### src/rtl/npc_pkg.sv
// Shared types and constants for the NPC core front end.
package npc_pkg;

  localparam int              XLEN     = 32;
  localparam int              ILEN     = 32;
  localparam logic [XLEN-1:0] RESET_PC = 32'h8000_0000;

  // Fetch stage sequencing: one request in flight at most.
  typedef enum logic [2:0] {
    IDLE,
    REQ,
    WAIT,
    DROP,
    HOLD
  } ifu_state_e;

endpackage

### src/rtl/ifu_fetch_reg.sv
// Parametric register cell: synchronous active-low reset to a fixed value,
// load on write enable, otherwise hold.
module ifu_fetch_reg #(
  parameter int           W       = 32,
  parameter logic [W-1:0] RST_VAL = '0
) (
  input  logic         clk,
  input  logic         rst_n,
  input  logic         we_i,
  input  logic [W-1:0] d_i,
  output logic [W-1:0] q_o
);

  // Reset wins over write enable; value held when not written.
  always_ff @(posedge clk) begin
    if (!rst_n) begin
      q_o <= RST_VAL;
    end else if (we_i) begin
      q_o <= d_i;
    end
  end

endmodule

### src/rtl/ifu_fetch.sv
// Instruction-fetch stage: owns the PC, issues one fetch at a time, holds the
// returned instruction for downstream, and honours PC redirects.
module ifu_fetch #(
  parameter int                XLEN     = npc_pkg::XLEN,
  parameter logic [XLEN-1:0]   RESET_PC = npc_pkg::RESET_PC
) (
  input  logic            clk,
  input  logic            rst_n,
  output logic            imem_req_valid,
  input  logic            imem_req_ready,
  output logic [XLEN-1:0] imem_req_addr,
  input  logic            imem_rsp_valid,
  output logic            imem_rsp_ready,
  input  logic [31:0]     imem_rsp_data,
  input  logic            redirect_valid,
  input  logic [XLEN-1:0] redirect_pc,
  output logic            inst_valid,
  input  logic            inst_ready,
  output logic [XLEN-1:0] inst_pc,
  output logic [31:0]     inst
);

  import npc_pkg::*;

  ifu_state_e      state_q, state_d;
  logic [XLEN-1:0] pc_q, pc_d, inst_pc_q;
  logic [31:0]     inst_q;
  logic            pc_we;
  logic            cap_we;
  logic [XLEN-1:0] redir_pc_aligned;
  logic            unused_redir_lsb;

  // Redirect targets are always word aligned; the low two bits are dropped.
  assign redir_pc_aligned = {redirect_pc[XLEN-1:2], 2'b00};
  assign unused_redir_lsb = ^redirect_pc[1:0];

  // State register.
  always_ff @(posedge clk) begin
    if (!rst_n) begin
      state_q <= IDLE;
    end else begin
      state_q <= state_d;
    end
  end

  // Next-state, PC update and capture decisions; redirect outranks normal flow.
  always_comb begin
    state_d = state_q;
    pc_we   = 1'b0;
    pc_d    = pc_q;
    cap_we  = 1'b0;
    unique case (state_q)
      IDLE: state_d = REQ;
      REQ: begin
        // Changing the address is safe only because it was not yet accepted;
        // if it is accepted together with a redirect the reply is stale.
        if (redirect_valid) begin
          pc_we = 1'b1;
          pc_d  = redir_pc_aligned;
        end
        if (imem_req_ready) begin
          state_d = redirect_valid ? DROP : WAIT;
        end
      end
      WAIT: begin
        if (redirect_valid) begin
          pc_we   = 1'b1;
          pc_d    = redir_pc_aligned;
          state_d = imem_rsp_valid ? REQ : DROP;
        end else if (imem_rsp_valid) begin
          cap_we  = 1'b1;
          state_d = HOLD;
        end
      end
      HOLD: begin
        if (redirect_valid) begin
          pc_we   = 1'b1;
          pc_d    = redir_pc_aligned;
          state_d = REQ;
        end else if (inst_ready) begin
          pc_we   = 1'b1;
          pc_d    = pc_q + XLEN'(4);
          state_d = REQ;
        end
      end
      DROP: begin
        // Stale reply still owed by memory; keep tracking newer redirects.
        if (redirect_valid) begin
          pc_we = 1'b1;
          pc_d  = redir_pc_aligned;
        end
        if (imem_rsp_valid) begin
          state_d = REQ;
        end
      end
      default: state_d = IDLE;
    endcase
  end

  ifu_fetch_reg #(.W(XLEN), .RST_VAL(RESET_PC)) u_pc_reg (
    .clk   (clk),
    .rst_n (rst_n),
    .we_i  (pc_we),
    .d_i   (pc_d),
    .q_o   (pc_q)
  );

  ifu_fetch_reg #(.W(32), .RST_VAL('0)) u_inst_reg (
    .clk   (clk),
    .rst_n (rst_n),
    .we_i  (cap_we),
    .d_i   (imem_rsp_data),
    .q_o   (inst_q)
  );

  ifu_fetch_reg #(.W(XLEN), .RST_VAL('0)) u_inst_pc_reg (
    .clk   (clk),
    .rst_n (rst_n),
    .we_i  (cap_we),
    .d_i   (pc_q),
    .q_o   (inst_pc_q)
  );

  assign imem_req_valid = (state_q == REQ);
  assign imem_req_addr  = pc_q;
  assign imem_rsp_ready = (state_q == WAIT) || (state_q == DROP);
  assign inst_valid     = (state_q == HOLD);
  assign inst_pc        = inst_pc_q;
  assign inst           = inst_q;

  // Memory must only answer while a request is outstanding.
  rsp_only_when_outstanding: assert property (
    @(posedge clk) disable iff (!rst_n)
    imem_rsp_valid |-> ((state_q == WAIT) || (state_q == DROP))
  );

endmodule
### config.mk
export PLATFORM = sky130hd
export DESIGN_NAME = ifu_fetch
export DESIGN_NICKNAME = d
export VERILOG_FILES = /design/src/rtl/npc_pkg.sv /design/src/rtl/ifu_fetch_reg.sv /design/src/rtl/ifu_fetch.sv
export SDC_FILE = /design/constraint.sdc
export NUM_CORES = 1
export LEC_CHECK = 0
export CORE_MARGIN = 2
export CORE_UTILIZATION = 44
export DETAILED_ROUTE_END_ITERATION = 12
export GPL_TIMING_DRIVEN = 0
export PLACE_DENSITY = 0.87
export SYNTH_ARGS = -nofsm -noshare
export SYNTH_HDL_FRONTEND = slang
export SYNTH_SLANG_ARGS = --single-unit
### constraint.sdc
create_clock -name clk -period 2.5 [get_ports clk]
set_clock_uncertainty 0.2 [all_clocks]
set_input_delay 0.5 -clock clk [delete_from_list [all_inputs] [get_ports clk]]
set_output_delay 0.5 -clock clk [all_outputs]
set_load 0.02 [all_outputs]
==> impl_metrics.sql, run 1 <==
INSERT INTO impl_metrics (metric_group, metric, value, unit) VALUES
('layout', 'syn2layout_area_growth', '47.90', '%'),
('synthesis', 'synth.ff_latch_count', '95', ''),
('synthesis', 'synthesis.area', '0.004268', 'mm²'),
('floorplanning', 'floorplan.rows', '35', ''),
('synthesis', 'dominantRegCellSynth', 'dfxtp_1', ''),
('clock_tree', 'clock_sink_count', '95', ''),
('global_route', 'grt_overflow', '0', ''),
('layout', 'n_antenna_cell', '0', ''),
('sta', 'relative_slew_slack', '56.89', '%'),
('clock_tree', 'cts_root_buf', 'clkbuf_8', ''),
('sta', 'min_period_over_period', '94.33', '%'),
('drt', 'dr.pass1.iters', '6', ''),
('worst_setup_path', 'crit_top_cell', 'o21ai_0', ''),
('worst_setup_path', 'crit_buf_inv', '2', ''),
('placement', 'gpl.final_weighted_congestion', '0.9094', ''),
('placement', 'io_buffer_count', '161', ''),
('worst_setup_path', 'r2r_slack', '0.15', 'ns'),
('clock_tree', 'ctsHtreeMaxLevel', '3', ''),
('placement', 'detailed_place_hpwl', '10.55', 'mm'),
('placement', 'place.detailed.instances', '853', ''),
('worst_setup_path', 'r2r_start', 'u_pc_reg.q_o[3]', ''),
('floorplanning', 'die_width', '102.5', 'µm'),
('worst_setup_path', 'slowest_stage', 'clkbuf_1', ''),
('pwr', 'sequentialPowerShare', '49.4', '%'),
('worst_setup_path', 'criticalPathCategory', 'in2reg', ''),
('drt', 'postRouteWirelength', '14.58', 'mm'),
('global_route', 'grt_antenna_before_repair', '0', ''),
('sta', 'max_freq', '424.0', 'MHz'),
('floorplanning', 'ioPinCount', '169', ''),
('synthesis', 'synthCells', '560', ''),
('worst_setup_path', 'cp_data_arrival_time', '2.42', 'ns'),
('worst_setup_path', 'path_cells', 'clkdlybuf4s50_1, o21ai_0, mux2i_2, clkbuf_1, o21ai_0, nand3_1, o21ai_0', ''),
('drt', 'antenna_violating_nets_post_route', '0', ''),
('pwr', 'p_switching', '0.0009120', 'W'),
('worst_hold_path', 'hold_start', 'u_inst_pc_reg.q_o[30]', ''),
('worst_setup_path', 'end_kind', 'flip-flop', ''),
('pwr', 'leakage', '2.198', 'nW'),
('pwr', 'p_sw_share', '27.80', '%'),
('worst_setup_path', 'critical_path.startpoint', 'inst_ready', ''),
('synthesis', 'synth-seq-area-share', '44.56', '%'),
('global_route', 'groute.usage.overall', '27.51', '%'),
('clock_tree', 'tritoncts', 'yes', ''),
('layout', 'final_cell_mix', 'nand2_1, clkdlybuf4s50_1, dfxtp_1', ''),
('layout', 'layout_commonest_cell', 'nand2_1', ''),
('clock_tree', 'clock_tree.buffer_depth', '2', ''),
('pwr', 'power.internal', '0.002368', 'W'),
('status', 'run_status', 'completed', ''),
('sta', 'final_max_slew_viol_count', '0', ''),
('synthesis', 'ys.warnings.count', '0', ''),
('synthesis', 'synth.lib_cells_used.distinct', '54', ''),
('layout', 'layout.nets', '807', ''),
('pwr', 'combinational_fraction_of_design_power', '15.7', '%'),
('global_route', 'maximum_number_of_pins_on_one_net_before_global_route_repair', '17', ''),
('floorplanning', 'die-area', '0.01050', 'mm²'),
('layout', 'final_cell_count_without_fillers', '870', ''),
('drt', 'via_per_inst', '5.645', ''),
('floorplanning', 'floorplan.core_area', '0.009328', 'mm²'),
('drt', 'drc', '0', ''),
('worst_hold_path', 'min-delay-path-class', 'reg2reg', ''),
('clock_tree', 'clk_transition_reported_paths', '0.10', 'ns'),
('layout', 'post_route_cells_drive_above_1_share', '6.748', '%'),
('synthesis', 'synth_async_sr_flop_share', '0', '%'),
('sta', 'period_minus_slack', '2.358', 'ns'),
('pwr', 'power_per_cell_area', '519.6', 'mW/mm²'),
('floorplanning', 'die-height', '102.5', 'µm'),
('drt', 'wl_per_cell', '16.76', 'µm'),
('clock_tree', 'cts_hold_buffers', '0', ''),
('worst_setup_path', 'crit_required', '2.56', 'ns'),
('worst_setup_path', 'cp_slowest_stage_delay', '0.53', 'ns'),
('clock_tree', 'cts_made_buffers', '9', ''),
('drt', 'dr.first_iter.drc_count', '346', '');
==> stage by stage <==
stage	total power [W]	utilization, %	instance area, µm²	hold WS, ns	worst slack (ns)
6_report	0.003280	67.67	6312	0.2582	0.1416
5_1_grt	0.003394	67.67	6312	0.2761	-0.002839
4_1_cts	0.003278	67.43	6290	0.2598	0.003743
3_5_place_dp	0.002154	64.88	6052	0.2455	-0.1734
3_3_place_gp	0.002142	64.88	6052	0.2413	-0.09601
2_1_floorplan	0.001884	-	4279	0.3132	0.2210
==> power groups by stage <==
stage	logic [W]	clock network [W]	registers (W)
finish	0.000514	0.00114	0.00162
global route	0.000549	0.00122	0.00163
CTS	0.000506	0.00115	0.00162
detailed placement	0.000502	0	0.00165
global placement	0.000492	0	0.00165
floorplan	0.000203	0	0.00168
==> layout make-up <==
| cell class | instances | area, µm² |
|---|---|---|
| sequential | 95 | 1903 |
| tap | 129 | 161.4 |
| fill | 783 | 3015 |
| timing repair buffer | 162 | 1627 |
| inverter | 3 | 11.26 |
| clock buffer | 10 | 127.6 |
| multi-input combinational | 423 | 2202 |
| clock inverter | 6 | 93.84 |
| buffer | 42 | 186.4 |
==> cells by family (layout without fill, tap and decap cells) <==
group                    Yosys count  after routing  synth area share (%)
AO/OA/AOI/OAI                    142            142                 19.82
adder cells (fa/ha/maj)            1              1                0.2931
buffers and inverters             45            223                 4.632
flip-flops                        95             95                 44.56
multiplexers                       8              8                 2.023
other                              1              4               0.08787
AND/OR/NAND/NOR                  268            268                 28.58
==> per-layer routing <==
| layer | part of all wire, % | global-route usage (%) | up-vias |
|---|---|---|---|
| li1 | - | - | 2301 |
| met1 | 40 | 34.80 | 2301 |
| met2 | 49 | 46.00 | 277 |
| met3 | 9.2 | 5.609 | 32 |
| met4 | 2.1 | 10.77 | 0 |
| met5 | 0 | 0 | - |
==> worst paths after layout <==
| path | to | depth (start not counted) |
|---|---|---|
| max | u_pc_reg.q_o[13] | 7 |
| min reg2reg | u_inst_pc_reg.q_o[30] | 2 |
| min | u_inst_pc_reg.q_o[30] | 2 |
| max reg2reg | u_pc_reg.q_o[20] | 6 |
==> tightest hold or removal path: cells and delay by family (launching register included) <==
kind,cells,cell delay [ns]
flip-flops,1,0.32
AND/OR/NAND/NOR,1,0.05
AO/OA/AOI/OAI,1,0.05
==> cells in the mapped netlist, drive strengths merged (4+ instances only) <==
| library cell | number | area, µm² |
|---|---|---|
| and3 | 9 | 56.30 |
| dfxtp | 95 | 1902 |
| o22ai | 7 | 43.79 |
| nor3 | 9 | 45.04 |
| mux2i | 6 | 63.81 |
| a21oi | 85 | 425.4 |
| o211ai | 4 | 30.03 |
| o21ai | 14 | 70.07 |
| nand2 | 163 | 611.8 |
| a31oi | 4 | 25.02 |
| nand4 | 12 | 75.07 |
| nand3 | 23 | 125.1 |
| clkbuf | 26 | 97.59 |
| buf | 16 | 88.83 |
| nor2 | 26 | 97.59 |
| nor4 | 8 | 86.33 |
| or3 | 4 | 25.02 |
==> sequential cells by signal (all words and copies together), names as in the netlist <==
| signal | cells |
|---|---|
| u_pc_reg.q_o | 30 |
| state_q | 3 |
| u_inst_reg.q_o | 32 |
| u_inst_pc_reg.q_o | 30 |
==> timing repair <==
action                                  in CTS  in global routing
endpoints found under the setup margin       2                  9
pin swaps                                    0                  1
setup buffers                                0                  1
gates resized for setup                      3                  5
(Power assumes the default switching activity.)
==> run 2: changes to the inputs <==
- PLACE_DENSITY: 0.87 -> 0.81
==> run 2 against run 1 <==
- worst hold slack is essentially flat
- clock power shrank 16%
- critical path type is now reg2out
- die area is the same
- maximum frequency shrank 3.6%
- cell count shrank 0.11%
- total power shrank 5.8%
- via count shrank 1.7%
- largest power group unchanged
==> impl_metrics.sql, run 2 (same netlist as run 1, synthesis figures left out) <==
INSERT INTO impl_metrics (metric_group, metric, value, unit) VALUES
('clock_tree', 'ctsHtreeMaxLevel', '3', ''),
('layout', 'final_cell_mix', 'nand2_1, clkdlybuf4s50_1, dfxtp_1', ''),
('worst_hold_path', 'min-delay-path-class', 'reg2reg', ''),
('layout', 'layout.nets', '806', ''),
('drt', 'wl_per_cell', '16.50', 'µm'),
('global_route', 'grt_pass1_vias', '4522', ''),
('job', 'max-cap-violations', '0', ''),
('clock_tree', 'clk_transition_reported_paths', '0.09', 'ns'),
('worst_setup_path', 'worst-path-max-fanout', '6', ''),
('layout', 'final_design_area_no_fill', '0.006264', 'mm²'),
('worst_setup_path', 'worst_setup_path_start_kind', 'flip-flop', ''),
('floorplanning', 'floorplan.core_area', '0.009328', 'mm²'),
('floorplanning', 'die-height', '102.5', 'µm'),
('placement', 'post_dp_cell_area', '0.006052', 'mm²'),
('clock_tree', 'cts_setup_buffers', '0', ''),
('placement', 'detailed_place_hpwl', '10.36', 'mm'),
('layout', 'syn2layout_area_growth', '46.76', '%'),
('status', 'run_status', 'completed', ''),
('sta', 'period_minus_slack', '2.446', 'ns'),
('drt', 'num_vias', '4828', ''),
('sta', 'final_max_slew_viol_count', '0', ''),
('global_route', 'maximum_number_of_pins_on_one_net_before_global_route_repair', '17', ''),
('drt', 'dr_wl_met3', '1.328', 'mm'),
('drt', 'dr.first_iter.drc_count', '440', ''),
('worst_setup_path', 'critical_path.startpoint', 'state_q[1]', ''),
('worst_setup_path', 'path_cells', 'nor2b_1, clkdlybuf4s50_1', ''),
('clock_tree', 'cts_hold_buffers', '0', ''),
('pwr', 'report.power.total', '0.003091', 'W'),
('drt', 'wl_met1', '5.748', 'mm'),
('floorplanning', 'initial_core_util', '45.75', '%'),
('sta', 'setup_violations', '0', ''),
('layout', 'fillerInstances', '825', ''),
('floorplanning', 'ioPinCount', '169', ''),
('worst_setup_path', 'r2r_start', 'u_pc_reg.q_o[7]', ''),
('global_route', 'groute.usage.overall', '26.31', '%'),
('clock_tree', 'clock_sink_count', '95', ''),
('floorplanning', 'die-area', '0.01050', 'mm²'),
('worst_setup_path', 'crit_required', '1.80', 'ns'),
('worst_setup_path', 'timing.critical_path.max_delay_family', 'buffers and inverters', ''),
('drt', 'met2_length', '6.964', 'mm'),
('clock_tree', 'cts_made_buffers', '9', ''),
('global_route', 'grt_overflow', '0', ''),
('sta', 'worst_slew_pin_slew', '0.6738', 'ns'),
('floorplanning', 'die_width', '102.5', 'µm'),
('placement', 'io_buffer_count', '161', ''),
('pwr', 'leakage', '2.136', 'nW'),
('worst_setup_path', 'end_kind', 'output pin', ''),
('floorplanning', 'floorplan.rows', '35', ''),
('layout', 'largest_register', 'u_inst_reg.q_o', ''),
('sta', 'max_freq', '408.8', 'MHz'),
('drt', 'top_layer_used', 'met4', ''),
('drt', 'dr.pass1.iters', '6', ''),
('layout', 'area.sequential', '0.001904', 'mm²'),
('layout', 'layout_commonest_cell', 'nand2_1', ''),
('layout', 'reg_top3', 'u_inst_reg.q_o (32), u_inst_pc_reg.q_o (30), u_pc_reg.q_o (30)', ''),
('layout', 'post_route_cells_drive_above_1_share', '6.757', '%'),
('global_route', 'grt_antenna_before_repair', '0', ''),
('worst_setup_path', 'criticalPathCategory', 'reg2out', ''),
('sta', 'fin_tns_setup', '0', 'ns'),
('worst_setup_path', 'crit_buf_inv', '1', ''),
('layout', 'multiInputGateArea', '0.002211', 'mm²'),
('sta', 'relative_slew_slack', '55.08', '%'),
('worst_setup_path', 'cp_data_arrival_time', '1.75', 'ns'),
('global_route', 'grt_pass1_wl', '21.69', 'mm'),
('clock_tree', 'cts_root_buf', 'clkbuf_8', ''),
('worst_setup_path', 'slowest_stage', 'clkdlybuf4s50_1', ''),
('sta', 'finalHoldViolations', '0', ''),
('clock_tree', 'clock_tree.buffer_depth', '2', ''),
('drt', 'antenna_violating_nets_post_route', '0', ''),
('drt', 'drc', '0', ''),
('worst_setup_path', 'r2r_slack', '0.13', 'ns'),
('drt', 'via_per_inst', '5.556', ''),
('drt', 'postRouteWirelength', '14.34', 'mm'),
('placement', 'gpl.final_weighted_congestion', '0.9475', ''),
('pwr', 'ir_drop', '286.5', 'µV'),
('layout', 'n_antenna_cell', '0', ''),
('worst_setup_path', 'cp_slowest_stage_delay', '0.66', 'ns'),
('sta', 'min_period_over_period', '97.85', '%'),
('placement', 'place.detailed.instances', '853', ''),
('clock_tree', 'worst_skew_pair_later_pin_latency', '0.37', 'ns'),
('clock_tree', 'tritoncts', 'yes', ''),
('pwr', 'power_per_cell_area', '493.5', 'mW/mm²'),
('layout', 'largest_register_ff_count', '32', ''),
('layout', 'final_cell_count_without_fillers', '869', ''),
('worst_hold_path', 'hold_start', 'u_inst_pc_reg.q_o[18]', '');
run 2: cell count changes in the layout (fill, tap and decap cells not counted), moves of 2 or more:
cell             before  now
clkdlybuf4s50_1     158  160
bufinv_16             2    0
clkinv_4              0    2
dlymetal6s2s_1        3    1
run 2: path summary, 6_finish.rpt:
check,depth (start not counted),to
max,2,imem_rsp_ready
min,2,u_inst_pc_reg.q_o[18]
max reg2reg,5,u_pc_reg.q_o[31]
min reg2reg,2,u_inst_pc_reg.q_o[18]
run 2: report_power, final:
part           total (W)  internal (W)  switching (W)  leakage (nW)
clock network   0.000956      0.000374       0.000582        0.0817
registers        0.00162       0.00155      0.0000673         0.770
logic           0.000515      0.000246       0.000269          1.28
run 2: worst reg2reg max path, stage by stage, from the launching register on:
cell,delay [ns]
dfxtp_1,0.51
nand3_2,0.25
nor4_2,0.60
nand4_1,0.18
mux2_1,0.34
a2bb2oi_1,0.14
run 2: what timing repair did:
item | 4_1_cts | 5_1_grt
endpoints found under the setup margin | 3 | 11
gates cloned | 0 | 0
endpoints found under the hold margin | 0 | 0
resized for setup | 1 | 9
pin swaps | 0 | 1
run 2: final cells by class:
| cell class | instances | share of cell area [%] |
|---|---|---|
| buffer | 42 | 2.976 |
| clock buffer | 11 | 2.097 |
| clock inverter | 5 | 0.6992 |
| inverter | 3 | 0.1798 |
| multi-input combinational | 423 | 35.30 |
| sequential | 95 | 30.40 |
| tap | 129 | 2.577 |
| timing repair buffer | 161 | 25.77 |
run 2: metrics by stage:
step / worst slack, ns / util (%) / hold WS [ns]
CTS: -0.03913 / 66.79 / 0.2575
global route: -0.009926 / 67.15 / 0.2784
detailed placement: -0.1945 / 64.88 / 0.2455
floorplan: 0.2210 / - / 0.3132
finish: 0.05374 / 67.15 / 0.2578
global placement: -0.1521 / 64.88 / 0.2408
run 2: per-layer routing:
layer / track usage [%] / up-vias
met1: 34.28 / 2230
li1: - / 2295
met3: 5.335 / 32
met2: 42.89 / 271
met5: 0 / -
met4: 10.26 / 0
